--- src/rtl/qam_rx_synth_if.sv ---
// Handshake bundle for qam_rx_synth: R write port, symbol frame input
// and the bottom-up y sample stream.
interface qam_rx_synth_if #(
    parameter int N  = 8,
    parameter int WL = 16
);
    localparam int AW = $clog2(N);

    logic                 r_we;
    logic [AW-1:0]        r_row;
    logic [AW-1:0]        r_col;
    logic signed [WL-1:0] r_data;

    logic                 in_valid;
    logic                 in_ready;
    logic [2*N-1:0]       in_bits;

    logic                 out_valid;
    logic                 out_ready;
    logic signed [WL-1:0] out_y;
    logic [AW-1:0]        out_row;
    logic                 out_last;
    logic                 out_sat;

    modport master (
        output r_we, r_row, r_col, r_data,
        output in_valid, in_bits, out_ready,
        input  in_ready, out_valid, out_y,
        input  out_row, out_last, out_sat
    );

    modport slave (
        input  r_we, r_row, r_col, r_data,
        input  in_valid, in_bits, out_ready,
        output in_ready, out_valid, out_y,
        output out_row, out_last, out_sat
    );
endinterface

--- src/rtl/qam_rx_synth.sv ---
// Gray 4-PAM mapper and y = R*x synthesiser for upper-triangular R,
// one MAC per cycle, rows emitted bottom-up with saturation.
module qam_rx_synth #(
    parameter int N      = 8,
    parameter int WL     = 16,
    parameter int FWL    = 12,
    parameter int ACC_WL = WL + 4,
    parameter logic signed [WL-1:0] C0 = WL'(3 * (2 ** FWL)),
    parameter logic signed [WL-1:0] C1 = WL'(2 ** FWL),
    parameter logic signed [WL-1:0] C2 = WL'(-3 * (2 ** FWL)),
    parameter logic signed [WL-1:0] C3 = WL'(-(2 ** FWL))
) (
    input logic           clk,
    input logic           rst,
    qam_rx_synth_if.slave bus
);
    localparam int AW = $clog2(N);
    localparam logic [AW-1:0] LAST = AW'(N - 1);
    localparam logic signed [ACC_WL-1:0] AMAX =
        {1'b0, {(ACC_WL-1){1'b1}}};
    localparam logic signed [ACC_WL-1:0] AMIN = ~AMAX;
    localparam logic signed [ACC_WL-1:0] YMAX =
        {{(ACC_WL-WL+1){1'b0}}, {(WL-1){1'b1}}};
    localparam logic signed [ACC_WL-1:0] YMIN = ~YMAX;

    typedef enum logic [1:0] {IDLE, MAC, EMIT} state_t;

    state_t               state;
    logic signed [WL-1:0] rm [N][N];
    logic [2*N-1:0]       bits;
    logic [AW-1:0]        row;
    logic [AW-1:0]        col;
    logic signed [ACC_WL-1:0] acc;

    logic                 in_ready_q;
    logic                 out_valid_q;
    logic signed [WL-1:0] out_y_q;
    logic [AW-1:0]        out_row_q;
    logic                 out_last_q;
    logic                 out_sat_q;

    logic [1:0]               code;
    logic signed [WL-1:0]     coef;
    logic signed [2*WL-1:0]   prod;
    logic signed [ACC_WL-1:0] term;
    logic signed [ACC_WL:0]   sum;
    logic signed [ACC_WL-1:0] acc_nx;
    logic signed [WL-1:0]     y_nx;
    logic                     sat_nx;

    always_comb begin
        code = 2'(bits >> {col, 1'b0});
        unique case (code)
            2'b00: coef = C0;
            2'b01: coef = C1;
            2'b10: coef = C2;
            2'b11: coef = C3;
        endcase
        prod = rm[row][col] * coef;
        term = ACC_WL'(prod >>> FWL);
        sum  = {acc[ACC_WL-1], acc} + {term[ACC_WL-1], term};
        // Clamp instead of wrapping so a full-scale row still saturates
        // in the right direction at the output.
        if (sum[ACC_WL] != sum[ACC_WL-1])
            acc_nx = sum[ACC_WL] ? AMIN : AMAX;
        else
            acc_nx = sum[ACC_WL-1:0];
        sat_nx = 1'b1;
        if (acc_nx > YMAX)
            y_nx = YMAX[WL-1:0];
        else if (acc_nx < YMIN)
            y_nx = YMIN[WL-1:0];
        else begin
            y_nx   = acc_nx[WL-1:0];
            sat_nx = 1'b0;
        end
    end

    always_ff @(posedge clk or negedge rst) begin
        if (!rst) begin
            state <= IDLE;
            for (int i = 0; i < N; i++)
                for (int j = 0; j < N; j++)
                    rm[i][j] <= '0;
            bits        <= '0;
            row         <= '0;
            col         <= '0;
            acc         <= '0;
            in_ready_q  <= 1'b1;
            out_valid_q <= 1'b0;
            out_y_q     <= '0;
            out_row_q   <= '0;
            out_last_q  <= 1'b0;
            out_sat_q   <= 1'b0;
        end else begin
            if (state == IDLE && bus.r_we)
                rm[bus.r_row][bus.r_col] <= bus.r_data;
            unique case (state)
                IDLE: begin
                    if (bus.in_valid) begin
                        bits       <= bus.in_bits;
                        row        <= LAST;
                        col        <= LAST;
                        acc        <= '0;
                        in_ready_q <= 1'b0;
                        state      <= MAC;
                    end
                end
                MAC: begin
                    acc <= acc_nx;
                    if (col == LAST) begin
                        out_y_q     <= y_nx;
                        out_sat_q   <= sat_nx;
                        out_row_q   <= row;
                        out_last_q  <= (row == '0);
                        out_valid_q <= 1'b1;
                        state       <= EMIT;
                    end else begin
                        col <= col + AW'(1);
                    end
                end
                EMIT: begin
                    if (bus.out_ready) begin
                        out_valid_q <= 1'b0;
                        if (row == '0) begin
                            in_ready_q <= 1'b1;
                            state      <= IDLE;
                        end else begin
                            row   <= row - AW'(1);
                            col   <= row - AW'(1);
                            acc   <= '0;
                            state <= MAC;
                        end
                    end
                end
                default: state <= IDLE;
            endcase
        end
    end

    assign bus.in_ready  = in_ready_q;
    assign bus.out_valid = out_valid_q;
    assign bus.out_y     = out_y_q;
    assign bus.out_row   = out_row_q;
    assign bus.out_last  = out_last_q;
    assign bus.out_sat   = out_sat_q;
endmodule

--- src/flat_wrapper.sv ---
// flat-port wrapper written by rule: the top's interface ports become plain ports
module qam_rx_synth_flat 
#(
    parameter int N      = 8,
    parameter int WL     = 16,
    parameter int FWL    = 12,
    parameter int ACC_WL = WL + 4,
    parameter logic signed [WL-1:0] C0 = WL'(3 * (2 ** FWL)),
    parameter logic signed [WL-1:0] C1 = WL'(2 ** FWL),
    parameter logic signed [WL-1:0] C2 = WL'(-3 * (2 ** FWL)),
    parameter logic signed [WL-1:0] C3 = WL'(-(2 ** FWL))
)
  (clk, rst, bus_r_we, bus_r_row, bus_r_col, bus_r_data, bus_in_valid, bus_in_bits, bus_out_ready, bus_in_ready, bus_out_valid, bus_out_y, bus_out_row, bus_out_last, bus_out_sat);
  qam_rx_synth_if #(.N(N), .WL(WL)) bus_i ();
  input logic clk;
  input logic rst;
  input wire logic [$bits(bus_i.r_we)-1:0] bus_r_we;
  input wire logic [$bits(bus_i.r_row)-1:0] bus_r_row;
  input wire logic [$bits(bus_i.r_col)-1:0] bus_r_col;
  input wire logic [$bits(bus_i.r_data)-1:0] bus_r_data;
  input wire logic [$bits(bus_i.in_valid)-1:0] bus_in_valid;
  input wire logic [$bits(bus_i.in_bits)-1:0] bus_in_bits;
  input wire logic [$bits(bus_i.out_ready)-1:0] bus_out_ready;
  output wire logic [$bits(bus_i.in_ready)-1:0] bus_in_ready;
  output wire logic [$bits(bus_i.out_valid)-1:0] bus_out_valid;
  output wire logic [$bits(bus_i.out_y)-1:0] bus_out_y;
  output wire logic [$bits(bus_i.out_row)-1:0] bus_out_row;
  output wire logic [$bits(bus_i.out_last)-1:0] bus_out_last;
  output wire logic [$bits(bus_i.out_sat)-1:0] bus_out_sat;
  assign bus_i.r_we = bus_r_we;
  assign bus_i.r_row = bus_r_row;
  assign bus_i.r_col = bus_r_col;
  assign bus_i.r_data = bus_r_data;
  assign bus_i.in_valid = bus_in_valid;
  assign bus_i.in_bits = bus_in_bits;
  assign bus_i.out_ready = bus_out_ready;
  assign bus_in_ready = bus_i.in_ready;
  assign bus_out_valid = bus_i.out_valid;
  assign bus_out_y = bus_i.out_y;
  assign bus_out_row = bus_i.out_row;
  assign bus_out_last = bus_i.out_last;
  assign bus_out_sat = bus_i.out_sat;
  qam_rx_synth #(.N(N), .WL(WL), .FWL(FWL), .ACC_WL(ACC_WL), .C0(C0), .C1(C1), .C2(C2), .C3(C3)) u_core (.clk(clk), .rst(rst), .bus(bus_i));
endmodule
--- config.mk ---
export PLATFORM = sky130hd
export DESIGN_NAME = qam_rx_synth_flat
export DESIGN_NICKNAME = d
export VERILOG_FILES = /design/src/rtl/qam_rx_synth_if.sv /design/src/rtl/qam_rx_synth.sv /design/src/flat_wrapper.sv
export SDC_FILE = /design/constraint.sdc
export NUM_CORES = 2
export LEC_CHECK = 0
export CAP_MARGIN = 40
export CELL_PAD_IN_SITES_DETAIL_PLACEMENT = 0
export CELL_PAD_IN_SITES_GLOBAL_PLACEMENT = 1
export CORE_UTILIZATION = 45
export CTS_CLUSTER_DIAMETER = 60
export DETAILED_ROUTE_END_ITERATION = 6
export PLACE_DENSITY_LB_ADDON = 0.1
export SLEW_MARGIN = 15
export SYNTH_ARGS = -nofsm -noshare
export SYNTH_HDL_FRONTEND = slang
export SYNTH_SLANG_ARGS = --single-unit
--- constraint.sdc ---
create_clock -name clk -period 9 [get_ports clk]
set_clock_uncertainty 0.1 [all_clocks]
set_input_delay 1.35 -clock clk [delete_from_list [all_inputs] [get_ports clk]]
set_output_delay 1.35 -clock clk [all_outputs]
set_load 0.05 [all_outputs]
==> impl_metrics.tcl <==
set metrics [dict create \
    cp_max_fo 7 \
    fillerInstances 9282 \
    setup_ws_ns -0.0352 \
    path_common_cell "buf_4" \
    worstPathRequired_ns 9.52 \
    grt_remaining_overflow 0 \
    start_util_pct 45.7 \
    grt_pass1_wl_microns 227000 \
    worst_slew_pin_slew_ns 1.20 \
    synth_area_sq_um 53400 \
    io_buffers 65 \
    finalMaxSlewViolations 0 \
    antenna_found_initial 12 \
    track_usage_pct 25.3 \
    core-area_sq_um 117000 \
    grt_pass1_vias 35000 \
    via_per_inst 5.81 \
    clock_sinks 1091 \
    hold_class "flop to flop" \
    drive_gt1_share_pct 55.2 \
    synth_cell_types 77 \
    ant_nets 0 \
    timing.final.crit_share_pct 100 \
    layout_commonest_cell "dfrtp_1" \
    r2r-start "u_core.row[0]" \
    path_class "flop to flop" \
    drtIter0Drc 1973 \
    async_reset_ff_share_pct 100 \
    startpoint "u_core.row[0]" \
    grt_max_degree 195 \
    numCtsBuffers 133 \
    routed-via-count 31900 \
    syn_nets 3735 \
    io_pins 66 \
    min_from "u_core.bus.out_row[0]" \
    violations "setup timing" \
    cp-start-kind "flop" \
    cp_slowest_cell "mux4_2" \
    maxCapViolCount 0 \
    cts_htree_levels 4 \
    dp_hpwl_microns 93900 \
    fin_nets 4049 \
    yosysSeqAreaShare_pct 51.2 \
    clockRootBuffer "clkbuf_16" \
    gp_congestion 0.838 \
    finalHoldViolCount 0 \
    dr.pass1.iters 5 \
    clock_latency_ns 0.76 \
    die_w_microns 346 \
    synth_ff_type "dfrtp_1" \
    finalSetupViolations 8 \
    drt-total-wl_microns 148000 \
    outcome "finished with violations" \
    layout_common_cells "dfrtp_1, mux2_2, mux4_2, buf_4, clkbuf_16" \
    cts_tree "yes" \
    max_stage_delay_ns 0.57 \
    num_rows 125 \
    die_h_microns 346 \
    syn_inst 3552 \
    synth_edf_count 0 \
    path_clk_slew_ns 0.05 \
    ys_warn_count 0 \
    finalCriticalPeriod_ns 9.04 \
    critical_path_arrival_ns 9.56 \
    wl_per_cell_microns 27.0 \
    fmax_ghz 0.111 \
    ys_ff_latch 1091 \
    area_growth_pct 20.5 \
    synth.avg_cell_area_sq_um 15.0 \
    critPathCaptureType "flop" \
    slew_headroom_pct 19.8 \
    die-area_sq_um 120000 \
    clockBufferDepth 3 \
    tns_ns -0.235 \
    drcViolationCount 0 \
    grt_setup_unrepaired "yes" \
]
==> cells by family after synthesis <==
family,count (synthesis),synth area share [%]
AND/OR/NAND/NOR,322,2.68
buffers and inverters,381,2.82
multiplexers,1384,36.4
AO/OA/AOI/OAI,190,2.53
XOR/XNOR,41,0.673
adder cells (fa/ha/maj),143,3.79
flip-flops,1091,51.2
==> per-stage QoR <==
stage	setup WS (ns)	instance area, sq um	hold slack (ns)	utilization (%)	std cells
after floorplan	0.0194	53500	0.355	-	3552
after global placement	-0.594	57300	0.371	49.1	5156
after detailed placement	-0.515	57600	0.374	49.3	5170
after CTS	0.00671	63500	0.386	54.4	5475
after global routing	-0.246	64300	0.408	55.0	5495
final	-0.0352	64300	0.379	55.0	5497
==> sequential cells by signal (all words and copies together), names as in the netlist, 2 cells and up <==
signal,count
u_core.state,2
u_core.row,3
u_core.bus.out_row,3
u_core.col,3
u_core.bus.out_y,16
u_core.acc,20
u_core.bits,16
u_core.rm,1024
==> layer usage <==
layer	GRT usage, %	share of wire [%]	up-vias
li1	-	-	13700
met1	34.3	44	17400
met2	42.6	50	622
met3	3.32	3.5	215
met4	7.53	2.4	4
met5	0	0.013	-
==> critical path, delay by kind of cell, from the launching register on <==
family	cells	cell delay (ns)
xor+xnor	1	0.09
compound gates	14	2.48
flops	1	0.51
buf+inv	19	2.19
simple gates	1	0.06
fa+ha+maj	8	1.85
mux	3	1.59
==> path summary, 6_finish.rpt <==
| path | end | slack [ns] | cells past startpoint |
|---|---|---|---|
| min in group asynchronous | u_core.rm[1008] | 0.60 | 1 |
| max in group asynchronous | u_core.rm[682] | 6.12 | 3 |
| setup / recovery | u_core.bus.out_y[5] | -0.04 | 46 |
| hold / removal | u_core.bus.out_row[0] | 0.38 | 2 |
| hold reg to reg | u_core.bus.out_row[0] | 0.38 | 2 |
| setup reg to reg | u_core.bus.out_y[5] | -0.04 | 46 |
==> timing repair <==
item,CTS,global route
pin swaps,60,50
setup endpoints to repair,36,35
resized for setup,109,122
endpoints found under the hold margin,0,0
gates cloned,10,2
hold buffers,0,0
setup buffers,56,19
==> area by class of cell <==
class | instances | area, sq um | area share [%]
multi-input combinational | 2080 | 25500 | 39.7
clock inverter | 53 | 666 | 1.04
timing repair buffer | 468 | 4660 | 7.25
sequential | 1091 | 27300 | 42.5
inverter | 92 | 348 | 0.541
clock buffer | 187 | 3890 | 6.06
antenna | 2 | 5.00 | 0.00778
tap | 1524 | 1910 | 2.97
==> cells in the mapped netlist (4+ instances only) <==
library cell | count | area, sq um
a211oi_1 | 9 | 67.6
a211oi_2 | 11 | 138
a21o_1 | 8 | 60.1
a21oi_1 | 47 | 235
and2_1 | 15 | 93.8
and3_1 | 7 | 43.8
buf_1 | 38 | 143
buf_2 | 28 | 140
buf_6 | 5 | 56.3
clkbuf_1 | 218 | 818
dfrtp_1 | 1090 | 27300
fa_1 | 32 | 641
ha_1 | 108 | 1350
inv_1 | 77 | 289
inv_2 | 14 | 52.6
mux2_2 | 1041 | 11700
mux2i_1 | 4 | 40.0
mux4_2 | 339 | 7630
nand2_1 | 84 | 315
nand2b_1 | 7 | 43.8
nand3_1 | 20 | 100
nor2_1 | 145 | 544
nor2b_1 | 9 | 56.3
nor3_1 | 11 | 55.1
o211ai_1 | 11 | 82.6
o21a_1 | 7 | 52.6
o21ai_0 | 46 | 230
o21bai_1 | 5 | 37.5
o22ai_1 | 4 | 25.0
or3_1 | 5 | 31.3
xnor2_1 | 25 | 219
xor2_1 | 16 | 140
Power is left out: the tool's default activity adds up to more than one toggle a clock period on the data nets, which glitch-free logic cannot reach.
